File: src/rtl/mem_lock_arbiter.sv
// mem_lock_arbiter: round-robin arbiter for C cores sharing one main memory and a lock table.
module mem_lock_arbiter #(
  parameter int C = 2,
  parameter int AW = 16,
  parameter int DW = 16,
  parameter int LW = 10,
  parameter int LOCKS = 4
) (
  input  logic            clk,
  input  logic            reset,
  input  logic [C-1:0]    main_mem_read,
  input  logic [C-1:0]    main_mem_write,
  input  logic [C*AW-1:0] main_mem_read_adr,
  input  logic [C*AW-1:0] main_mem_write_adr,
  input  logic [C*DW-1:0] main_mem_write_dat,
  output logic [C-1:0]    main_mem_ac,
  output logic [AW-1:0]   mem_adr,
  output logic [DW-1:0]   mem_wdat,
  output logic            mem_we,
  output logic            mem_re,
  input  logic [C*LW-1:0] lock_adr,
  input  logic [C-1:0]    lock_en,
  input  logic [C-1:0]    unlock_en,
  output logic [C-1:0]    lock_ac,
  output logic            unlock_err,
  output logic [4:0]      locks_held
);
  localparam int CW = $clog2(C);
  function automatic logic [CW:0] rr_pick(input logic [C-1:0] req, input logic [CW-1:0] ptr);
    logic [CW:0] r;
    int j;
    r = '0;
    for (int k = C - 1; k >= 0; k--) begin
      j = (int'(ptr) + k) % C;
      if (req[j]) r = {1'b1, CW'(j)};
    end
    return r;
  endfunction
  function automatic logic [CW-1:0] nxt(input logic [CW-1:0] p);
    return CW'((int'(p) + 1) % C);
  endfunction
  logic [CW-1:0] mptr, lptr, mi, li;
  logic mg, lg, free_any, uhit;
  logic [C-1:0] lelig, own_hit, any_hit;
  logic [LOCKS-1:0] valid;
  logic [LW-1:0] tadr [LOCKS];
  logic [CW-1:0] town [LOCKS];
  logic [LW-1:0] wa;
  int free_idx, uidx;
  assign {mg, mi} = rr_pick(main_mem_read | main_mem_write, mptr);
  always_comb begin
    any_hit = '0;
    own_hit = '0;
    free_any = 1'b0;
    free_idx = 0;
    for (int e = LOCKS - 1; e >= 0; e--) begin
      if (!valid[e]) begin
        free_any = 1'b1;
        free_idx = e;
      end
    end
    for (int i = 0; i < C; i++)
      for (int e = 0; e < LOCKS; e++)
        if (valid[e] && tadr[e] == lock_adr[i*LW +: LW]) begin
          any_hit[i] = 1'b1;
          if (town[e] == CW'(i)) own_hit[i] = 1'b1;
        end
  end
  // refused locks (held elsewhere or table full) never take the slot
  assign lelig = unlock_en | (lock_en & (own_hit | (~any_hit & {C{free_any}})));
  assign {lg, li} = rr_pick(lelig, lptr);
  assign wa = lock_adr[li*LW +: LW];
  always_comb begin
    uhit = 1'b0;
    uidx = 0;
    for (int e = 0; e < LOCKS; e++)
      if (valid[e] && tadr[e] == wa && town[e] == li) begin
        uhit = 1'b1;
        uidx = e;
      end
  end
  always_comb begin
    locks_held = '0;
    for (int e = 0; e < LOCKS; e++) locks_held = locks_held + 5'(valid[e]);
  end
  always_ff @(posedge clk) begin
    if (reset) begin
      main_mem_ac <= '0;
      mem_adr <= '0;
      mem_wdat <= '0;
      mem_we <= 1'b0;
      mem_re <= 1'b0;
      mptr <= '0;
    end else begin
      main_mem_ac <= mg ? C'(1) << mi : '0;
      mem_we <= mg & main_mem_write[mi];
      mem_re <= mg & ~main_mem_write[mi];
      if (mg) begin
        mptr <= nxt(mi);
        mem_adr <= main_mem_write[mi] ? main_mem_write_adr[mi*AW +: AW] : main_mem_read_adr[mi*AW +: AW];
        if (main_mem_write[mi]) mem_wdat <= main_mem_write_dat[mi*DW +: DW];
      end
    end
  end
  always_ff @(posedge clk) begin
    if (reset) begin
      lock_ac <= '0;
      unlock_err <= 1'b0;
      lptr <= '0;
      valid <= '0;
    end else begin
      lock_ac <= lg ? C'(1) << li : '0;
      unlock_err <= lg & unlock_en[li] & ~uhit;
      if (lg) begin
        lptr <= nxt(li);
        if (unlock_en[li]) begin
          if (uhit) valid[uidx] <= 1'b0;
        end else if (!own_hit[li]) begin
          valid[free_idx] <= 1'b1;
          tadr[free_idx] <= wa;
          town[free_idx] <= li;
        end
      end
    end
  end
endmodule
File: config.mk
export PLATFORM = sky130hd
export DESIGN_NAME = mem_lock_arbiter
export DESIGN_NICKNAME = d
export VERILOG_FILES = /design/src/rtl/mem_lock_arbiter.sv
export SDC_FILE = /design/constraint.sdc
export NUM_CORES = 1
export LEC_CHECK = 0
export ABC_AREA = 1
export BUFFER_PORTS_ARGS = -buffer_cell sky130_fd_sc_hd__buf_4
export CAP_MARGIN = 0
export CORE_MARGIN = 2
export CORE_UTILIZATION = 40
export CTS_BUF_LIST = sky130_fd_sc_hd__clkbuf_16
export CTS_CLUSTER_DIAMETER = 40
export DETAILED_ROUTE_END_ITERATION = 6
export GPL_TIMING_DRIVEN = 0
export PLACE_DENSITY = 0.73
export SKIP_LAST_GASP = 1
export SYNTH_ARGS = -nofsm -noshare
export SYNTH_HDL_FRONTEND = slang
export SYNTH_SLANG_ARGS = --single-unit
File: constraint.sdc
create_clock -name clk -period 5.36 [get_ports clk]
set_input_delay 0.804 -clock clk [delete_from_list [all_inputs] [get_ports clk]]
set_output_delay 0.804 -clock clk [all_outputs]
set_load 0.02 [all_outputs]
Yosys cells after proc, flatten, opt, wreduce, memory -nomap -nowiden
Memories as Yosys holds them, arrays and structs flattened.
Cells that the tools add are included.
- bits in registers: 45
- RAM bits: 44
- output and inout port bits: 44
- memories: 2
- add/sub/neg operators: 7
- $mul: 1
- magnitude comparators: 10
- equal/unequal tests: 18
- shifts and indexed selects: 6
- multiplexer cells: 72
- bitwise gates (word level): 19
- reduce and logical (&&, ||, !) cells: 22
- memory list (memory ; words ; width ; rd ports ; clocked after memory_dff ; wr ports ; RTL line ; text):
    tadr ; 4 ; 10 ; 4 ; 0 ; 1 ; 46 ; logic [LW-1:0] tadr [LOCKS];
    town ; 4 ; 1 ; 4 ; 0 ; 1 ; 47 ; logic [CW-1:0] town [LOCKS];
- operator list (kind ; number):
    $mux W32 ; 4
    $eq A10 B10 Y1 ; 12
    $shiftx A32 B6 Y16 ; 3
    $ge A32 B1 Y1 const B ; 2
    $lt A32 B4 Y1 const B ; 2
    $mux W1 ; 56
    $shiftx A20 B6 Y10 ; 1
    $logic_and A1 B1 Y1 ; 18
    $mux W16 ; 1
    $mux W2 ; 6
    $mux W4 ; 3
    $lt A1 B2 Y1 const B ; 4
    $lt A2 B3 Y1 const B ; 2
    $or A2 B2 Y2 ; 3
    $add A1 B1 Y1 const B ; 4
    $add A3 B1 Y4 ; 1
    $and A1 B1 Y1 ; 4
    $and A2 B2 Y2 ; 2
    $and A4 B4 Y4 ; 1
    $demux W1 S2 ; 2
    $eq A1 B1 Y1 ; 4
    $mul A1 B3 Y4 const B ; 1
    $ne A2 B2 Y1 const B ; 2
    $not A1 Y1 ; 4
    10 further kinds ; 13

Depth between registers and ports, before layout
An unclocked memory read counts as a cell.
- word-level depth: 34
- depth in mapped cells: 30
- depth with buffers taken out: 29

Worst setup path before layout
OpenSTA, ideal clock, no wires.
- kind: in2reg
- from: input port lock_adr[10]
- to: memory tadr[3][0] (enable)
- setup time: 0.408 ns
- data arrival time: 3.646 ns
- setup slack: 1.306 ns
- stages: 18
- buffers on the path: 2
- cell sequence: buf_2 inv_2 nand2_1 nand2_1 nor3_1 nand4_1 nand2_1 nor2_1 nand2_1 nand2_1 nand2_4 nand2_4 buf_6 o21ai_1 nand3_1 inv_1 nand2_1 nor4_1
- cells in the longest elaborated chain, start to end: 24
- elaborated cells between the ends (all ways): 40
- classes of those cells: 4 x eq/ne; 27 x mux; 5 x bitwise; 4 x reduce/logical
- ends and longest elaborated chain (item ; RTL line ; text):
    from (decl) ; 21 ; input logic [C*LW-1:0] lock_adr,
    $eq A10 B10 Y1 ; 64 ; if (valid[e] && tadr[e] == lock_adr[i*LW +: LW]) begin
    $logic_and A1 B1 Y1 ; 64 ;
    $mux W1 ; 64 ;
    $mux W1 ; 66 ; if (town[e] == CW'(i)) own_hit[i] = 1'b1;
    $mux W1 ; 64 ;
    $mux W1 ; 66 ;
    $mux W1 ; 64 ;
    $mux W1 ; 66 ;
    [4 not listed] ; n/a ;
    $mux W1 (implied by the code) (3 in series) ; 35 ; if (req[j]) r = {1'b1, CW'(j)};
    $mux W2 (2 in series) ; 35 ;
    $mux W1 (implied by the code) (2 in series) ; 118 ; end else if (!own_hit[li]) begin
    $mux W1 ; 118 ;
    $mux W1 ; 116 ; if (unlock_en[li]) begin
    $mux W1 (*) ; 114 ; if (lg) begin
    $mux W1 (*) ; 106 ; if (reset) begin
    $mux W1 (implied by the code) (*) ; 120 ; tadr[free_idx] <= wa;
    to (decl) ; 46 ;
Every way passes the cells marked *; elsewhere a longest branch is shown, timed or not. The select of a mux whose other input is x is not followed.

Final worst setup path
- from: input port lock_adr[10]
- to: memory tadr[3][3] (enable)
The elaborated chain is that of the path after synthesis.

==> flow_summary.ini <==
[run_status]
status = completed

[job]
cap_violations = 0

[synth]
synth_top_area_share = 0.225
synth_cell_type_count = 43
yosysWarnings = 0
synth_edf_count = 44
synth_ff_type = dfxtp_1
avgSynthCellArea_um2 = 6.13
async_flop_share = 0
ys_ff_latch = 89
synthSimpleGateAreaFrac = 0.424
synth_mux_area_frac = 0
synthCells = 1108
synth_top_cell_by_area = nand2_1
syn_area_um2 = 6790
synth_top_family_by_area = simple AND/OR/NAND/NOR gates
synthAdderAreaFrac = 0.00847
ys_seq_area_frac = 0.327
synth-xor-area-share = 0.0181
synth_area_leaders = nand2_1, edfxtp_1, dfxtp_1, nand3_1, nor2_1
synth_compound_area_frac = 0.130

[setup_path]
crit_top_cell = nand2_1
critical-path-top-delay-family = simple AND/OR/NAND/NOR gates
criticalPathCategory = in -> reg
max_stage_delay_ps = 640
reg2reg_slack_ps = 1250
cp.buffers_inverters = 5
crit_chain = buf_2, inv_2, nand2_1, nand2_1, nor2_1, nand2_1, nor2_1, nand2_1, nand2_1, nor2_1, nand2_1, nand2_1, nand2_1, nand2_4, nand2_4, buf_6, nand2_1, o21ai_1, nand3_1, inv_1, nand2_1, nor4_2, buf_4
timing.rr.start = tadr[3][8]
cp_data_required_time_ps = 5420
r2r.worst_path.cells = 21
crit_fanout = 10
reg2reg_to = tadr[3][3]
crit_arrival_ps = 4290
start_kind = primary input
end_kind = flop
critPathSlowestCell = nor4_2

[floorplan]
initial_core_util = 0.410
die_w_um = 134
io_pins = 170
core_um2 = 16600
die_h_um = 134
rows = 47
die_area_um2 = 18000

[placement]
port-buffer-count = 159
post-place-ws_ps = 516
gp_routability_congestion = 1.10
dp_hpwl_um = 23200
place_area_um2 = 8310

[pwr]
irDropWorstVdd_mv = 0.156
power.density_nw_per_um2 = 241
p_leak_uw = 0.00433

[drt]
vias = 8235
routed_wl_um = 28200
wl_per_cell_um = 18.7
firstDrtPassIters = 6
drt-initial-drc-count = 855
viasPerCell = 5.46
ant_nets = 0
drc_errors = 0

[clock_network]
post_cts_buffers = 0
clock_path_buffers = 2
root_buffer = clkbuf_16
path_clk_slew_ps = 70
clk_latency_ps = 370
cts_buffers = 9
cts_hold_buf = 0
cts_tree = yes
cts_resized = 0
numClockSinks = 89
htreeDepth = 3

[min_path]
min_from = lptr
hold_class = reg -> reg
hold_path_depth = 1
holdPathEnd = lptr

[cells_and_area]
seq_area_um2 = 2220
stdcell_area_um2 = 8610
area_growth_pct = 26.8
nets = 1413
diodes = 0
fill_cells = 1748
layout_commonest_cell = nand2_1
multiInputGateArea_um2 = 3960
final_layout_size_suffix_gt1_frac = 0.182
layout_common_cells = nand2_1, buf_4, nor2_1

[sta]
max_freq_mhz = 236
worst_pin_slew_ps = 804
skew_ps = 17.3
setup_viol = 0
drv_slew = 0
hold_violations = 0
period_minus_slack_ps = 4230
rsz0062_at_grt = false
relSlewSlack = 0.459
timing.final.ws_setup_ps = 1130
post-route-period-util = 0.789

[grt]
antenna_found_initial = 0
grt_usage = 0.310
grt_pass1_vias = 7684
grt-ovfl-total = 0
grt_pass1_wl_um = 42100
grt_max_degree = 19
[cells in the mapped netlist (2+ instances only)]
library cell / number
o22a_1: 16
buf_6: 2
a21oi_1: 32
dfxtp_1: 45
nand2_2: 12
buf_2: 7
inv_1: 98
edfxtp_1: 44
nand2_1: 408
buf_1: 3
buf_4: 5
nor3_1: 15
and3_1: 2
xnor2_1: 6
nor2_1: 124
inv_2: 15
clkbuf_1: 20
a31oi_1: 16
nor2_2: 2
o21ai_0: 81
xor2_1: 8
nor4_1: 2
nand3b_1: 3
nand3_1: 98
nand2_4: 3
nand4_1: 17
ha_1: 3
o21ai_1: 6
[sequential cells by signal, indices dropped and copies added, names as in the netlist]
register     flops
mptr             1
lptr             1
lock_ac          2
tadr            40
mem_wdat        16
town             4
main_mem_ac      2
mem_re           1
unlock_err       1
valid            4
mem_we           1
mem_adr         16
[per-stage QoR]
step / instances / setup TNS [ps] / hold WS (ps) / util / total power (uW)
finish: 1508 / 0 / 505 / 0.519 / 2080
global route: 1508 / 0 / 521 / 0.519 / 2160
CTS: 1507 / 0 / 495 / 0.519 / 2070
detailed placement: 1491 / 0 / 478 / 0.501 / 1420
global placement: 1488 / -6630 / 468 / 0.498 / 1420
floorplan: 1109 / 0 / 460 / - / 1160
[per-layer routing]
layer | part of all wire | global-route usage
met4 | 0.041 | 0.151
met2 | 0.48 | 0.524
met1 | 0.39 | 0.380
met3 | 0.094 | 0.0590
met5 | 0 | 0
[worst max-delay path by stage]
stage                             from  cells past startpoint  slack, ps          to
after floorplan           lock_adr[10]                     18       1310  tadr[3][0]
after global placement    lock_adr[10]                     20       -600  tadr[3][2]
after detailed placement  lock_adr[10]                     20        520  tadr[0][4]
after CTS                 lock_adr[10]                     20        900  tadr[0][0]
after global routing       lock_adr[8]                     23        850  tadr[3][1]
final                     lock_adr[10]                     23       1130  tadr[3][3]
[where the power goes]
part / total (uW) / switching, uW / internal [uW]
registers: 798 / 31.4 / 766
clock network: 651 / 321 / 330
logic: 628 / 399 / 228
total: 2080 / 752 / 1320
[cells by family after synthesis]
family / Yosys count
AND/OR/NAND/NOR: 691
AO/OA/AOI/OAI: 157
buffers and inverters: 152
flip-flops: 89
XOR/XNOR: 14
adder cells (fa/ha/maj): 4
other: 1
[final cells by class]
cell class | count | share of cell area
clock buffer | 9 | 0.0261
sequential | 89 | 0.258
clock inverter | 7 | 0.00799
multi-input combinational | 868 | 0.460
inverter | 114 | 0.0500
timing repair buffer | 163 | 0.143
tap | 220 | 0.0320
buffer | 38 | 0.0228
No activity file was read; power rests on OpenSTA's default activity.
